==> config.mk <==
export PLATFORM = sky130hd
export DESIGN_NAME = approx_csa_sequencer
export DESIGN_NICKNAME = d
export VERILOG_FILES = /design/src/rtl/approx_ctrl_pkg.sv /design/src/rtl/approx_csa_sequencer_csa_row.sv /design/src/rtl/approx_csa_sequencer.sv
export SDC_FILE = /design/constraint.sdc
export NUM_CORES = 1
export LEC_CHECK = 0
export ABC_AREA = 1
export CORE_MARGIN = 5
export CORE_UTILIZATION = 54
export CTS_CLUSTER_DIAMETER = 120
export DETAILED_ROUTE_END_ITERATION = 8
export GPL_TIMING_DRIVEN = 0
export PLACE_DENSITY = 0.91
export SLEW_MARGIN = 20
export SYNTH_ARGS = -nofsm -noshare
export SYNTH_HDL_FRONTEND = slang
export SYNTH_SLANG_ARGS = --single-unit
==> constraint.sdc <==
create_clock -name clk -period 4.1 [get_ports clk]
set_input_delay 0.41 -clock clk [delete_from_list [all_inputs] [get_ports clk]]
set_output_delay 0.41 -clock clk [all_outputs]
set_load 0.03 [all_outputs]
==> src/rtl/approx_ctrl_pkg.sv <==
// Shared sizes, FSM states and the approx-mask helper
// for the approximate carry-save sequencer.
package approx_ctrl_pkg;

   localparam int NUM_OPS = 8;
   localparam int OP_W    = 8;
   localparam int SUM_W   = 11;
   localparam int IDX_W   = 3;

   typedef enum logic [1:0] {
      IDLE,
      REDUCE,
      FINAL,
      DONE
   } state_t;

   // Columns below n use the approximate carry; n >= SUM_W covers them all.
   function automatic logic [SUM_W-1:0] approx_mask(input logic [3:0] n);
      logic [SUM_W-1:0] m;
      m = '0;
      for (int k = 0; k < SUM_W; k++) begin
         m[k] = (k < int'(n));
      end
      return m;
   endfunction

endpackage

==> src/rtl/approx_csa_sequencer_csa_row.sv <==
// One row of eleven full adders; masked columns drop the
// operand bit from the carry term.
module csa_row
   import approx_ctrl_pkg::*;
(
   input  logic [SUM_W-1:0] s_in,
   input  logic [SUM_W-1:0] c_in,
   input  logic [SUM_W-1:0] op_in,
   input  logic [SUM_W-1:0] approx_mask,
   output logic [SUM_W-1:0] sum_out,
   output logic [SUM_W-1:0] carry_out
);

   always_comb begin
      sum_out   = '0;
      carry_out = '0;
      for (int k = 0; k < SUM_W; k++) begin
         sum_out[k] = s_in[k] ^ c_in[k] ^ op_in[k];
         if (approx_mask[k]) begin
            carry_out[k] = s_in[k] & c_in[k];
         end else begin
            carry_out[k] = (s_in[k] & c_in[k])
                         | (s_in[k] & op_in[k])
                         | (c_in[k] & op_in[k]);
         end
      end
   end

endmodule

==> src/rtl/approx_csa_sequencer.sv <==
// Sequencer: accepts eight operands, reduces them one per cycle
// through a carry-save row, then resolves S + C exactly.
module approx_csa_sequencer
   import approx_ctrl_pkg::*;
(
   input  logic                    clk,
   input  logic                    rst,
   input  logic                    in_valid,
   output logic                    in_ready,
   input  logic [NUM_OPS*OP_W-1:0] in_data,
   input  logic [3:0]              approx_bits,
   output logic                    out_valid,
   input  logic                    out_ready,
   output logic [SUM_W-1:0]        out_sum,
   output logic                    busy
);

   state_t                  state_q, state_d;
   logic [IDX_W-1:0]        idx_q, idx_d;
   logic [NUM_OPS*OP_W-1:0] ops_q, ops_d;
   logic [3:0]              ab_q, ab_d;
   logic [SUM_W-1:0]        s_q, s_d;
   logic [SUM_W-1:0]        c_q, c_d;
   logic [SUM_W-1:0]        sum_q, sum_d;
   logic                    in_ready_q, in_ready_d;
   logic                    out_valid_q, out_valid_d;
   logic                    busy_q, busy_d;

   logic [SUM_W-1:0] cur_op;
   logic [SUM_W-1:0] row_sum;
   logic [SUM_W-1:0] row_carry;

   assign cur_op = {{(SUM_W-OP_W){1'b0}},
                    ops_q[{idx_q, 3'b000} +: OP_W]};

   csa_row u_row (
      .s_in        (s_q),
      .c_in        (c_q),
      .op_in       (cur_op),
      .approx_mask (approx_mask(ab_q)),
      .sum_out     (row_sum),
      .carry_out   (row_carry)
   );

   always_comb begin
      state_d     = state_q;
      idx_d       = idx_q;
      ops_d       = ops_q;
      ab_d        = ab_q;
      s_d         = s_q;
      c_d         = c_q;
      sum_d       = sum_q;
      in_ready_d  = in_ready_q;
      out_valid_d = out_valid_q;
      busy_d      = busy_q;
      unique case (state_q)
         IDLE: begin
            if (in_valid && in_ready_q) begin
               ops_d      = in_data;
               ab_d       = approx_bits;
               s_d        = '0;
               c_d        = '0;
               idx_d      = '0;
               in_ready_d = 1'b0;
               busy_d     = 1'b1;
               state_d    = REDUCE;
            end else begin
               in_ready_d = 1'b1;
            end
         end
         REDUCE: begin
            s_d   = row_sum;
            // Top-column carry falls off the 11-bit vector.
            c_d   = {row_carry[SUM_W-2:0], 1'b0};
            idx_d = idx_q + 3'd1;
            if (idx_q == 3'(NUM_OPS-1)) begin
               state_d = FINAL;
            end
         end
         FINAL: begin
            sum_d       = s_q + c_q;
            out_valid_d = 1'b1;
            state_d     = DONE;
         end
         DONE: begin
            if (out_ready) begin
               out_valid_d = 1'b0;
               busy_d      = 1'b0;
               in_ready_d  = 1'b1;
               state_d     = IDLE;
            end
         end
         default: state_d = IDLE;
      endcase
   end

   always_ff @(posedge clk or posedge rst) begin
      if (rst) begin
         state_q     <= IDLE;
         idx_q       <= '0;
         ops_q       <= '0;
         ab_q        <= '0;
         s_q         <= '0;
         c_q         <= '0;
         sum_q       <= '0;
         in_ready_q  <= 1'b0;
         out_valid_q <= 1'b0;
         busy_q      <= 1'b0;
      end else begin
         state_q     <= state_d;
         idx_q       <= idx_d;
         ops_q       <= ops_d;
         ab_q        <= ab_d;
         s_q         <= s_d;
         c_q         <= c_d;
         sum_q       <= sum_d;
         in_ready_q  <= in_ready_d;
         out_valid_q <= out_valid_d;
         busy_q      <= busy_d;
      end
   end

   assign in_ready  = in_ready_q;
   assign out_valid = out_valid_q;
   assign out_sum   = sum_q;
   assign busy      = busy_q;

endmodule

# --- Word-level counts from Yosys, hierarchy flattened ---
# Cells that the tools add are included.
classes:
  mux: 24
  n_mul: 0
  n_lt_le_gt_ge: 8
  n_div: 0
  shifts: 1
  n_eq_ne: 7
  reduce_logical: 11
  n_addsub: 2
  bitwise_logic: 61
op_table:
  columns: ["op", "count"]
  rows:
  - ["$shiftx A64 B7 Y8", 1]
  - ["$pmux W11 S2", 2]
  - ["$and A1 B1 Y1", 26]
  - ["$xor A1 B1 Y1", 19]
  - ["$lt A3 B4 Y1 const A", 4]
  - ["$or A1 B1 Y1", 16]
  - ["$mux W1", 12]
  - ["$add A11 B11 Y11", 1]
  - ["$mux W11", 1]
  - ["$lt A1 B4 Y1 const A", 2]
  - ["$lt A2 B4 Y1 const A", 2]
  - ["$pmux W2 S4", 1]
  - ["$reduce_and A2 Y1", 4]
  - ["$mux W2", 3]
  - ["$ne A2 B2 Y1 const B", 3]
  - ["$pmux W1 S2", 3]
  - ["$pmux W3 S2", 1]
  - ["$reduce_and A3 Y1", 2]
  - ["$reduce_bool A2 Y1", 3]
  - ["$eq A2 B2 Y1 const B", 2]
  - ["$add A3 B1 Y3 const B", 1]
  - ["$eq A3 B3 Y1 const B", 1]
  - ["$mux W3", 1]
  - ["$eq A2 B1 Y1 const B", 1]
  - ["2 further kinds", 2]
word_totals:
  ff_bits: 109
  word_cells: 124
  latchBits: 0
  mem_bits_rw: 0
  out_inout_bits: 14
  n_memories: 0
  romBits: 0
  in_bits: 72

# --- Longest topological paths before layout ---
depth:
  word_depth: 6
  mapped_depth: 10
  mapped_depth_nobuf: 10

# --- Cells and area by module ---
# Synthesis repeated with hierarchy kept, for this count alone.
hier_totals:
  cells_unflattened: 735
  hier_area_um2: 5760.5
modules_own_cells:
  columns: ["mod", "area_per_inst_um2", "cells_per_inst", "seq_area_each_um2", "instances"]
  rows:
  - ["approx_csa_sequencer", 5237.5, 669, 2702.6, 1]
  - ["csa_row", 523.0, 66, 0.0, 1]

# --- Least setup slack after synthesis ---
# Ideal clock, no wire load.
synth_timing:
  kind: "reg2reg"
  from: "register idx_q[0]"
  to: "register s_q[2]"
  arrival_ps: 1783
  stages_incl_launch_ff: 10
  slack_ps: 2196
  t_required_ps: 3979
  setup_time_ps: 121
  cell_sequence: "dfrtp_1 -> buf_2 -> inv_1 -> buf_2 -> nor2_1 -> o21ai_0 -> a21oi_1 -> a31oi_1 -> fa_1 -> a22o_1"
synth_via:
  elab_chain_cells: 3
synth_lines:
  columns: ["element", "line", "text"]
  rows:
  - ["start: declaration", "approx_csa_sequencer.sv:19", "logic [IDX_W-1:0] idx_q, idx_d;"]
  - ["start signal: assignment", "approx_csa_sequencer.sv:111", "idx_q <= idx_d;"]
  - ["$shiftx A64 B7 Y8", "approx_csa_sequencer.sv:34", "ops_q[{idx_q, 3'b000} +: OP_W]};"]
  - ["$xor A1 B1 Y1", "approx_csa_sequencer_csa_row.sv:18", "sum_out[k] = s_in[k] ^ c_in[k] ^ op_in[k];"]
  - ["$pmux W11 S2", "approx_csa_sequencer.sv:56", "unique case (state_q)"]
  - ["end signal: assignment", "approx_csa_sequencer.sv:103", "s_q <= '0;"]
  - ["end signal: assignment", "approx_csa_sequencer.sv:114", "s_q <= s_d;"]
  - ["end: declaration", "approx_csa_sequencer.sv:22", "logic [SUM_W-1:0] s_q, s_d;"]
# Every way passes these cells.
# A chain may end at the register's enable or synchronous reset.

# --- Worst setup path in the final report ---
layout_timing:
  from: "register idx_q[1]"
  to: "register s_q[2]"
# Same word-level chain as after synthesis.

==> reports/results.txt <==
status -> finished clean
vias per inst -> 5.34
Worst-Skew Late Latency -> 380 ps
GR Layer Usage met1 -> 30.8%
GR Layer Usage met2 -> 43.2%
Worst Clk Skew -> 13.3 ps
Port Buf Inserts -> 85
P per Cell Area -> 716 mW/mm2
area of the multi-input gates -> 0.00237 mm2
drt wl/cell -> 15.5 um
Pre-antenna DRT Iters -> 7
gpl congestion -> 0.966
total power -> 0.00471 W
max cap viols -> 0
Die Y -> 110 um
Ports -> 86
# fillers -> 810
Sw Ratio -> 45.3%
largest net degree at the start of global routing -> 84
GRT overflow -> 0
FF+latch area -> 0.00270 mm2
post-CTS sizing -> 0
Hold Fails Final Rpt -> 0
crit path kind -> flop to flop
commonest non-fill, non-tap cell in the layout -> nand2_1
Bufs on Longest Clock Path -> 2
actual slew at the worst max-slew pin -> 516 ps
first-pass GRT wire length -> 23000 um
maximum VDD drop -> 0.000284 V
placed cell count -> 888
synthesized area -> 0.00535 mm2
number of synthesized register bits -> 108
LEAKAGE -> 3.31 nW
CP startpoint -> idx_q[1]
Hold Crit Class -> input pin to async pin
ANT cells -> 0
Core ar. -> 0.00973 mm2
final slew viol count -> 0
die width -> 110 um
DP Wirelength -> 10600 um
logic gate share of total power -> 47.8%
TritonCTS Buffers -> 9
CP Capture Type -> flop
sequential-to-total area share from yosys stat -> 50.5%
Max H-tree Level -> 3
most frequent cells in the layout -> 285 x nand2_1, 108 x dfrtp_1, 85 x clkdlybuf4s50_1
Finished Layout Cells -> 903
clk slew on worst S/H paths -> 100 ps
Initial Util -> 55.0%
Layout Area Growth over Synthesis -> 23.0%
vias in the first global route -> 4867
Sw Pwr -> 0.00214 W
die area -> 0.0120 mm2
minimum clock period -> 2420 ps
Std-Cell Rows -> 36
initial antenna violation count -> 0
Setup crit start kind -> flop
Mean Syn Cell Area -> 7.99 um2
DR vias -> 4822
CTS sink count -> 108
Synthesized Nets -> 765
drt drc -> 0
GR Util met3 -> 4.23%
critical path arrival -> 2680 ps
RSZ-0062 raised after global routing -> false
nets -> 862
Max FO, Critical Path -> 10
Cell Int Power -> 0.00257 W
share of cells above drive strength 1 -> 4.81%
Required @ worst endpoint -> 4370 ps
YS warnings -> 0
Final ANT Viol Nets -> 0
fmax -> 414 MHz
cts hold-fix bufs -> 0
reg2reg start -> idx_q[1]
total track usage -> 24.8%
CTS tree -> yes
post-CTS setup buffer count -> 0
Cell variety after synth -> 27
Reg power frac -> 38.9%
Setup Viol. Count Final -> 0
number of DRC markers in iteration 0 -> 316
final wirelength -> 14000 um
Clock Power Share -> 13.3%
GR peak layer -> met2
Root Buffer -> clkbuf_8
cells after synthesis -> 669
Rel. slew slack -> 65.6%
Final Cycle Share -> 59.0%
power by group through the flow:
| stage | registers, W | logic (W) | clock network, W |
|---|---|---|---|
| 2_1_floorplan | 0.00186 | 0.00144 | 0 |
| 3_3_place_gp | 0.00183 | 0.00212 | 0 |
| 3_5_place_dp | 0.00185 | 0.00222 | 0 |
| 4_1_cts | 0.00183 | 0.00223 | 0.000632 |
| 5_1_grt | 0.00188 | 0.00253 | 0.000678 |
| 6_report | 0.00183 | 0.00225 | 0.000624 |
cells by family after synthesis:
| group | count (synthesis) | synth area share (%) |
|---|---|---|
| AND/OR/NAND/NOR | 343 | 24.6 |
| XOR/XNOR | 3 | 0.491 |
| buffers and inverters | 69 | 5.15 |
| flip-flops | 108 | 50.5 |
| AO/OA/AOI/OAI | 120 | 12.0 |
| adder cells (fa/ha/maj) | 24 | 6.74 |
| multiplexers | 2 | 0.398 |
final timing paths:
check / slack (ps) / to / depth (start not counted)
hold / removal: 370 / in_ready / 2
setup reg to reg: 1680 / s_q[2] / 7
min in group clk: 480 / ops_q[54] / 2
max in group asynchronous: 3050 / out_sum[6] / 3
hold reg to reg: 480 / ops_q[54] / 2
setup / recovery: 1680 / s_q[2] / 7
metrics by stage:
step	setup slack (ps)	util (%)	TNS (ps)	area, um2	hold slack (ps)
2_1_floorplan	844	-	0	5350	437
3_3_place_gp	-527	65.4	-56440	6360	454
3_5_place_dp	1740	65.8	0	6400	456
4_1_cts	1710	67.6	0	6580	373
5_1_grt	1590	67.6	0	6580	373
6_report	1680	67.6	0	6580	369
sequential cells by signal, summed over array words and instances (netlist names), 2 cells and up:
name,cells
state_q,2
s_q,11
ops_q,64
c_q,10
idx_q,3
out_sum,11
ab_q,4
worst max-delay path, cell delays in order (launching register included):
cell      delay [ps]
dfrtp_1          420
clkbuf_1         410
o21ai_0          190
o21ai_0          220
a21oi_1           80
a31oi_1          300
fa_1             470
a22o_1           210
per-layer routing:
metal | routed length (um) | share of wire, %
met5 | 0 | 0
met4 | 393 | 2.8
met3 | 959 | 6.9
met2 | 7080 | 51
met1 | 5570 | 40
cell type report:
class	count	share of cell area [%]
buffer	30	1.96
clock buffer	9	1.88
clock inverter	6	0.875
inverter	39	2.30
multi-input combinational	492	36.0
sequential	108	41.1
tap	133	2.53
timing repair buffer	86	13.4
synth_stat cells (all sizes together):
cell type,n,area share (%)
mux2i,1,0.19
ha,16,3.7
mux2,1,0.21
xnor2,1,0.16
dfrtp,108,51
a21oi,20,1.9
clkbuf,14,0.98
nand3,14,1.3
a22o,7,1.1
o21ai,83,7.8
nor2,42,3.1
nand4,1,0.12
fa,8,3.0
nand2,286,20
buf,16,1.4
inv,38,2.7
o211ai,1,0.14
xor2,2,0.33
a31oi,3,0.35
o22ai,6,0.70
clkinv,1,0.070
Note: power is estimated with default switching activity, not from simulation.
